File: src/rtl/header_rx_assembler_pkg.sv
// rtl/header_rx_assembler_pkg.sv - shared constants and state encoding for the header receiver
// Purpose: default frame/timeout sizes, header width and FSM state type.
// Ports: none (package).
package header_rx_assembler_pkg;

  localparam int HEADER_BYTES   = 80;
  localparam int TIMEOUT_CYCLES = 50_000_000;
  localparam int HEADER_W       = 8 * HEADER_BYTES;

  typedef enum logic [1:0] {
    IDLE = 2'd0,
    RECV = 2'd1,
    DONE = 2'd2
  } state_t;

endpackage

File: src/rtl/header_rx_assembler_idle_timer.sv
// rtl/header_rx_assembler_idle_timer.sv - mid-frame idle cycle counter with terminal count
// Purpose: counts enabled cycles since the last clear; tc flags TIMEOUT_CYCLES-1.
// Ports: clock, reset (async, active-high), clear (sync zero), enable (count), tc (terminal count).
module idle_timer #(
  parameter int TIMEOUT_CYCLES = 100
) (
  input  logic clock,
  input  logic reset,
  input  logic clear,
  input  logic enable,
  output logic tc
);

  localparam int CW = (TIMEOUT_CYCLES > 2) ? $clog2(TIMEOUT_CYCLES) : 1;
  localparam logic [CW-1:0] LAST = CW'(TIMEOUT_CYCLES - 1);

  logic [CW-1:0] count;

  // Holds at terminal count so the counter can never wrap back past it.
  always_ff @(posedge clock or posedge reset) begin
    if (reset) begin
      count <= '0;
    end else if (clear) begin
      count <= '0;
    end else if (enable && !tc) begin
      count <= count + 1'b1;
    end
  end

  assign tc = (count == LAST);

endmodule

File: src/rtl/header_rx_assembler.sv
// rtl/header_rx_assembler.sv - assembles fixed-length block headers from a UART byte stream
// Purpose: collects HEADER_BYTES bytes MSB-first into block_header, with idle timeout and abort.
// Ports: clock, reset (async, active-high); rx_data/rx_valid byte strobe; clear abort;
//        block_header, header_valid pulse, timeout_err pulse, busy, byte_count (accepted bytes).
module header_rx_assembler
  import header_rx_assembler_pkg::*;
#(
  parameter int HEADER_BYTES   = header_rx_assembler_pkg::HEADER_BYTES,
  parameter int TIMEOUT_CYCLES = header_rx_assembler_pkg::TIMEOUT_CYCLES
) (
  input  logic                      clock,
  input  logic                      reset,
  input  logic [7:0]                rx_data,
  input  logic                      rx_valid,
  input  logic                      clear,
  output logic [8*HEADER_BYTES-1:0] block_header,
  output logic                      header_valid,
  output logic                      timeout_err,
  output logic                      busy,
  output logic [31:0]               byte_count
);

  localparam int HW = 8 * HEADER_BYTES;
  localparam int IW = $clog2(HEADER_BYTES + 1);
  localparam logic [IW-1:0] LAST_IDX = IW'(HEADER_BYTES - 1);

  state_t        state;
  state_t        state_next;
  logic [IW-1:0] idx;
  logic [HW-1:0] shreg;
  logic [HW-1:0] shreg_next;
  logic [31:0]   byte_cnt;
  logic          accept;
  logic          last_byte;
  logic          tc;
  logic          timeout_hit;
  logic          timer_clear;
  logic          timer_enable;

  // clear suppresses the byte outright, so it is never counted or stored.
  assign accept      = rx_valid & ~clear;
  assign last_byte   = (state == RECV) & accept & (idx == LAST_IDX);
  // A byte arriving on the terminal cycle wins over the timeout.
  assign timeout_hit = (state == RECV) & ~clear & ~rx_valid & tc;
  // Shifting left leaves byte 0 in the top lane once all bytes are in.
  assign shreg_next  = {shreg[HW-9:0], rx_data};

  assign timer_clear  = accept | clear | (state != RECV);
  assign timer_enable = (state == RECV) & ~rx_valid;

  idle_timer #(
    .TIMEOUT_CYCLES(TIMEOUT_CYCLES)
  ) u_idle_timer (
    .clock  (clock),
    .reset  (reset),
    .clear  (timer_clear),
    .enable (timer_enable),
    .tc     (tc)
  );

  always_ff @(posedge clock or posedge reset) begin
    if (reset) begin
      state <= IDLE;
    end else begin
      state <= state_next;
    end
  end

  always_comb begin
    state_next = state;
    case (state)
      IDLE: begin
        if (accept) state_next = RECV;
      end
      RECV: begin
        if (clear || timeout_hit) begin
          state_next = IDLE;
        end else if (last_byte) begin
          state_next = DONE;
        end
      end
      DONE: begin
        state_next = accept ? RECV : IDLE;
      end
      default: state_next = IDLE;
    endcase
  end

  always_ff @(posedge clock or posedge reset) begin
    if (reset) begin
      idx          <= '0;
      shreg        <= '0;
      block_header <= '0;
      timeout_err  <= 1'b0;
      byte_cnt     <= '0;
    end else begin
      timeout_err <= timeout_hit;
      if (accept) begin
        byte_cnt <= byte_cnt + 32'd1;
        shreg    <= shreg_next;
      end
      if (last_byte) begin
        block_header <= shreg_next;
      end
      if (clear || timeout_hit || last_byte) begin
        idx <= '0;
      end else if (accept) begin
        idx <= (state == RECV) ? idx + 1'b1 : IW'(1);
      end
    end
  end

  assign header_valid = (state == DONE);
  assign busy         = (state == RECV);
  assign byte_count   = byte_cnt;

endmodule

File: config.mk
export PLATFORM = sky130hd
export DESIGN_NAME = header_rx_assembler
export DESIGN_NICKNAME = d
export VERILOG_FILES = /design/src/rtl/header_rx_assembler_pkg.sv /design/src/rtl/header_rx_assembler_idle_timer.sv /design/src/rtl/header_rx_assembler.sv
export SDC_FILE = /design/constraint.sdc
export NUM_CORES = 2
export LEC_CHECK = 0
export BUFFER_PORTS_ARGS = -buffer_cell sky130_fd_sc_hd__buf_2
export CELL_PAD_IN_SITES_DETAIL_PLACEMENT = 0
export CELL_PAD_IN_SITES_GLOBAL_PLACEMENT = 1
export CORE_AREA = 3 3 325 327
export DETAILED_ROUTE_END_ITERATION = 10
export DIE_AREA = 0 0 328 330
export HOLD_SLACK_MARGIN = 0.03
export PLACE_DENSITY_LB_ADDON = 0.25
export SETUP_SLACK_MARGIN = 0.02
export SYNTH_ARGS = -nofsm -noshare
export SYNTH_HDL_FRONTEND = slang
export SYNTH_SLANG_ARGS = --single-unit
File: constraint.sdc
create_clock -name clock -period 110.1 [get_ports clock]
set_input_delay 22.02 -clock clock [delete_from_list [all_inputs] [get_ports clock]]
set_output_delay 22.02 -clock clock [all_outputs]
set_load 0.05 [all_outputs]
# Word level (Yosys, flattened, before mapping)
# Index checks and enable logic that the tools add are counted.
[classes]
bitwise_logic = 11
n_reduce_logical = 8
n_mux = 10
addsub = 3
n_eq_ne = 7
[ops]
columns = ["op", "count"]
rows = [
  ["$mux W26", 2],
  ["$add A32 B1 Y32 const B", 1],
  ["$add A26 B1 Y26 const B", 1],
  ["$eq A26 B26 Y1 const B", 1],
  ["$mux W7", 3],
  ["$add A7 B1 Y7 const B", 1],
  ["$and A1 B1 Y1", 7],
  ["$eq A7 B7 Y1 const B", 1],
  ["$mux W2", 3],
  ["$pmux W2 S3", 1],
  ["$reduce_bool A2 Y1", 2],
  ["$ne A3 B1 Y1 const B", 1],
  ["$eq A2 B1 Y1 const B", 1],
  ["$eq A2 B2 Y1 const B", 1],
  ["$logic_not A2 Y1", 1],
  ["$logic_or A1 B1 Y1", 2],
  ["$ne A2 B1 Y1 const B", 1],
  ["$ne A2 B2 Y1 const B", 1],
  ["$not A1 Y1", 2],
  ["$or A1 B1 Y1", 2],
  ["$reduce_and A2 Y1", 1],
  ["$logic_and A1 B1 Y1", 1],
  ["$logic_not A1 Y1", 1],
  ["$mux W1", 1],
]
[totals]
inputBits = 12
out_inout_bits = 675
regBits = 1340
wordCells = 46

# Longest topological paths before layout
[logic_depth]
word_depth = 7
ltp_mapped = 8
depth_no_buf = 6

# By module
# A second synthesis with hierarchy kept.
[unflattened]
cells_unflattened = 4352
hier_area_um2 = 50845.0
[by_module_without_submodules]
columns = ["mod", "seq_area_each_um2", "area_each_um2", "cells_each", "n_inst"]
rows = [
  ["header_rx_assembler", 32881.5, 49434.9, 4207, 1],
  ["idle_timer", 650.6, 1410.1, 145, 1],
]

# Worst setup path after synthesis
# Ideal clock, no wire load.
[synth_timing]
kind = "input to register"
startpoint = "in clear"
endpoint = "reg block_header[100]"
setup_ns = 0.125
stages = 8
path_buffers = 4
arrival_ns = 23.481
required_time_ns = 109.975
setup_slack_ns = 86.495
path_cell_list = "nand2b_1 -> buf_2 -> nor2_2 -> and3_1 -> buf_2 -> buf_2 -> buf_4 -> mux2_2"
[synth_between]
elab_chain_len = 4
[synth_lines]
columns = ["element", "line", "text"]
rows = [
  ["start, declared", "header_rx_assembler.sv:15", "input logic clear,"],
  ["$not A1 Y1", "header_rx_assembler.sv:41", "assign accept = rx_valid & ~clear;"],
  ["$and A1 B1 Y1", "header_rx_assembler.sv:41", ""],
  ["$and A1 B1 Y1 (2 in a row)", "header_rx_assembler.sv:42", "assign last_byte = (state == RECV) & accept & (idx == LAST_IDX);"],
  ["end signal, assigned", "header_rx_assembler.sv:103", "block_header <= shreg_next;"],
  ["end, declared", "header_rx_assembler.sv:16", "output logic [8*HEADER_BYTES-1:0] block_header,"],
]
# Every way passes these cells.
# A chain may end at the register's enable or synchronous reset.

# Final worst setup path
[layout_timing]
startpoint = "in clear"
endpoint = "reg block_header[427]"
# The elaborated chain is that of the path after synthesis.

==> impl_metrics.tcl <==
set metrics [dict create \
    postSynthRegisterBits 1340 \
    die-width_um 328 \
    post_cts_repair_setup_buffers 0 \
    synth_sequential_area_ratio 0.665 \
    worst-slew-pin-transition_ps 1280 \
    worst_slew_margin_rel 0.149 \
    grt_antenna_before_repair 0 \
    hold_viol_final 0 \
    postCtsResizedCells 0 \
    synth_top_cell_area_share 0.665 \
    drt-initial-drc-count 2313 \
    placement_rows 118 \
    detailed_route_wire_length_per_cell_um 19.1 \
    synth-simple-area-share 0.158 \
    vdd.ir_drop.worst_uv 10.8 \
    tritoncts "built" \
    detailed_place_hpwl_mm 80.1 \
    post_synth_mux_area_share 0.143 \
    worstReg2RegEnd "block_header[427]" \
    clockBufferDepth 3 \
    clock_insertion_delay_at_the_later_pin_of_the_skew_report_ps 740 \
    rsz_0062_raised_after_global_routing "false" \
    htree_levels 4 \
    start_kind "input pin" \
    die_height_um 330 \
    report.final.setup_viol 0 \
    vias_after_detailed_routing 32500 \
    number_of_synthesized_flops_with_an_enable_pin 0 \
    finish.cell_count_without_fillers 6475 \
    detail_route.drc_violations 0 \
    layout_worst_path_cycle_share 0.247 \
    dieArea_mm2 0.108 \
    worst_reg2reg_path_depth 8 \
    final.setup.worst_slack_ps 82910 \
    synthArstFlopShare 1.00 \
    power.density_mw_per_mm2 17.1 \
    layout-drive-gt1-share 0.310 \
    clk_transition_reported_paths_ps 70 \
    layout_commonest_cell "nand2_1" \
    ys_top_cells_by_area "dfrtp_1 (66%), nand2_1 (14%), mux2_2 (14%), clkbuf_1 (1.0%), buf_4 (0.74%)" \
    timing.critical_path.arrival_ps 27800 \
    synth_compound_area_frac 0.00315 \
    cts_inserted_buffers 141 \
    clock_tree.root_cell "clkbuf_16" \
    postSynthCellCount 4347 \
    floorplan.io_pins 687 \
    wire_length_of_the_first_global_routing_pass_mm 191 \
    firstDrtPassIters 5 \
    critical_path_class "input pin to flip-flop" \
    arithmetic_cell_share_of_the_synthesized_area_counting_full_adders_half_adders_and_majority_gates 0.000744 \
    finalWeightedCongestion 0.793 \
    seq_area_mm2 0.0335 \
    most-common-layout-cells "nand2_1 (1927), dfrtp_1 (1340), buf_2 (686)" \
    cts_sink_count 1340 \
    initial_cell_density_of_the_core 0.489 \
    worst-path-max-fanout 75 \
    max_capacitance_violation_total 0 \
    n_fill_cell 8765 \
    ff2ff_setup_slack_ps 104480 \
    synth_top_family_by_area "simple AND/OR/NAND/NOR gates" \
    synth.distinct_cells 45 \
    prevailing_post_synth_register_cell "dfrtp_1" \
    timing.critical_path.to_type "flip-flop" \
    placed_cells 6224 \
    global_route.usage.total 0.226 \
    hp-start "shreg[81]" \
    syn-mean-instance-area_um2 11.6 \
    antennaDiodeCount 0 \
    first_global_vias 32200 \
    cell_type_with_the_highest_aggregate_area_in_the_netlist "dfrtp_1" \
    final_nets 5002 \
    drv_slew 0 \
    outcome "complete, no violations" \
    postSynthNetCount 4362 \
    detailedPlace.worstSlack_ps 82190 \
    finalCriticalPeriod_ps 27190 \
    core_region_area_mm2 0.103 \
    min_delay_worst_type "flip-flop to flip-flop" \
    yosys.area_share.xor_xnor 0.00938 \
    hold_depth 2 \
    drt_wl_total_mm 124 \
    avgViaCountPerCell 5.03 \
    synth_area_mm2 0.0504 \
    clock-skew-final_ps 32.8 \
    worst_hold_path.endpoint "shreg[89]" \
    synth_warnings 0 \
    postRouteAntennaNets 0 \
    multiInputGateArea_mm2 0.0159 \
    placement.io_buffers 686 \
    critical_path.reg2reg.startpoint "idx[0]" \
    crit_start "clear" \
    synthToLayoutAreaGrowth_pct 18.1 \
    globalRouteOverflowTotal 0 \
    timing.critical_path.required_ps 110710 \
    grt_max_degree 202 \
    cts_hold_repair.buffers 0 \
    timing.setup.tns_ps 0 \
    power.static_leakage_nw 34.0 \
    max_freq_ghz 0.0368 \
]
==> logic make-up (layout without fill, tap and decap cells) <==
| kind of cell | after synthesis | in the layout |
|---|---|---|
| buffers and inverters | 224 | 972 |
| and+or+nand+nor | 2061 | 2061 |
| adders and majority gates | 3 | 3 |
| AOI/OAI and AO/OA | 25 | 25 |
| DFF | 1340 | 1340 |
| xor gates and xnor gates | 54 | 54 |
| muxes | 640 | 640 |
==> final cells by class <==
class,count,area share
Clock buffer,216,0.0708
Sequential cell,1340,0.563
Timing Repair Buffer,713,0.0634
Tap cell,1380,0.0290
Clock inverter,35,0.00691
Inverter,8,0.000630
Multi-Input combinational cell,2783,0.266
==> cells in the mapped netlist (all sizes together), types with 3 or more instances <==
library cell  instances
ha                    3
nor3                  6
or2                   3
mux2                640
nor4                  5
nand4                14
and3                 11
xnor2                24
inv                   8
a21oi                 5
o21ai                 8
clkbuf              139
nand2              1927
dfrtp              1340
buf                  77
and4                  5
nand3                23
nor2b                 3
nor2                 48
and2                  3
xor2                 30
or4                   3
==> report_power, final <==
part	total (W)	internal, W	switching (W)	leakage [nW]
clock	0.000470	0.000276	0.000193	2.27
sequential	0.000513	0.000503	0.00000952	18.6
combinational	0.0000337	0.00000652	0.0000271	13.1
==> metrics by stage <==
stage | cell area, um^2 | util | power, W | hold slack [ps]
6_report | 59600 | 0.577 | 0.00102 | 468
3_3_place_gp | 54900 | 0.532 | 0.000556 | 453
2_1_floorplan | 50400 | - | 0.000545 | 440
3_5_place_dp | 54900 | 0.532 | 0.000556 | 459
4_1_cts | 59600 | 0.577 | 0.00103 | 469
5_1_grt | 59600 | 0.577 | 0.00105 | 480
==> worst max-delay path by stage <==
| stage | slack [ps] | depth (start not counted) | end |
|---|---|---|---|
| floorplan | 50300 | 1 | block_header[0] |
| global placement | 82240 | 9 | block_header[411] |
| detailed placement | 82190 | 9 | block_header[408] |
| CTS | 82990 | 9 | block_header[461] |
| global route | 82590 | 9 | block_header[408] |
| finish | 82910 | 9 | block_header[427] |
==> registers in the layout, summed over array words and instances (netlist names) <==
register	count
byte_count	32
state	2
u_idle_timer.count	26
block_header	640
idx	7
timeout_err	1
shreg	632
==> per-layer routing <==
layer / routed length, um / global-route usage / vias to the layer above / part of all wire
met4: 3910 / 0.0809 / 0 / 0.032
met5: 0 / 0 / - / 0
li1: - / - / 15200 / -
met1: 52900 / 0.298 / 16400 / 0.43
met3: 9050 / 0.0724 / 181 / 0.073
met2: 57900 / 0.352 / 706 / 0.47
==> critical path: stages <==
cell and delay [ps]:
buf_2 160, nand2b_4 560, nor2_2 440, and3_4 600, buf_4 880, buf_4 750
buf_4 830, buf_4 910, mux2_2 420
Note: power is estimated with default switching activity, not from simulation.
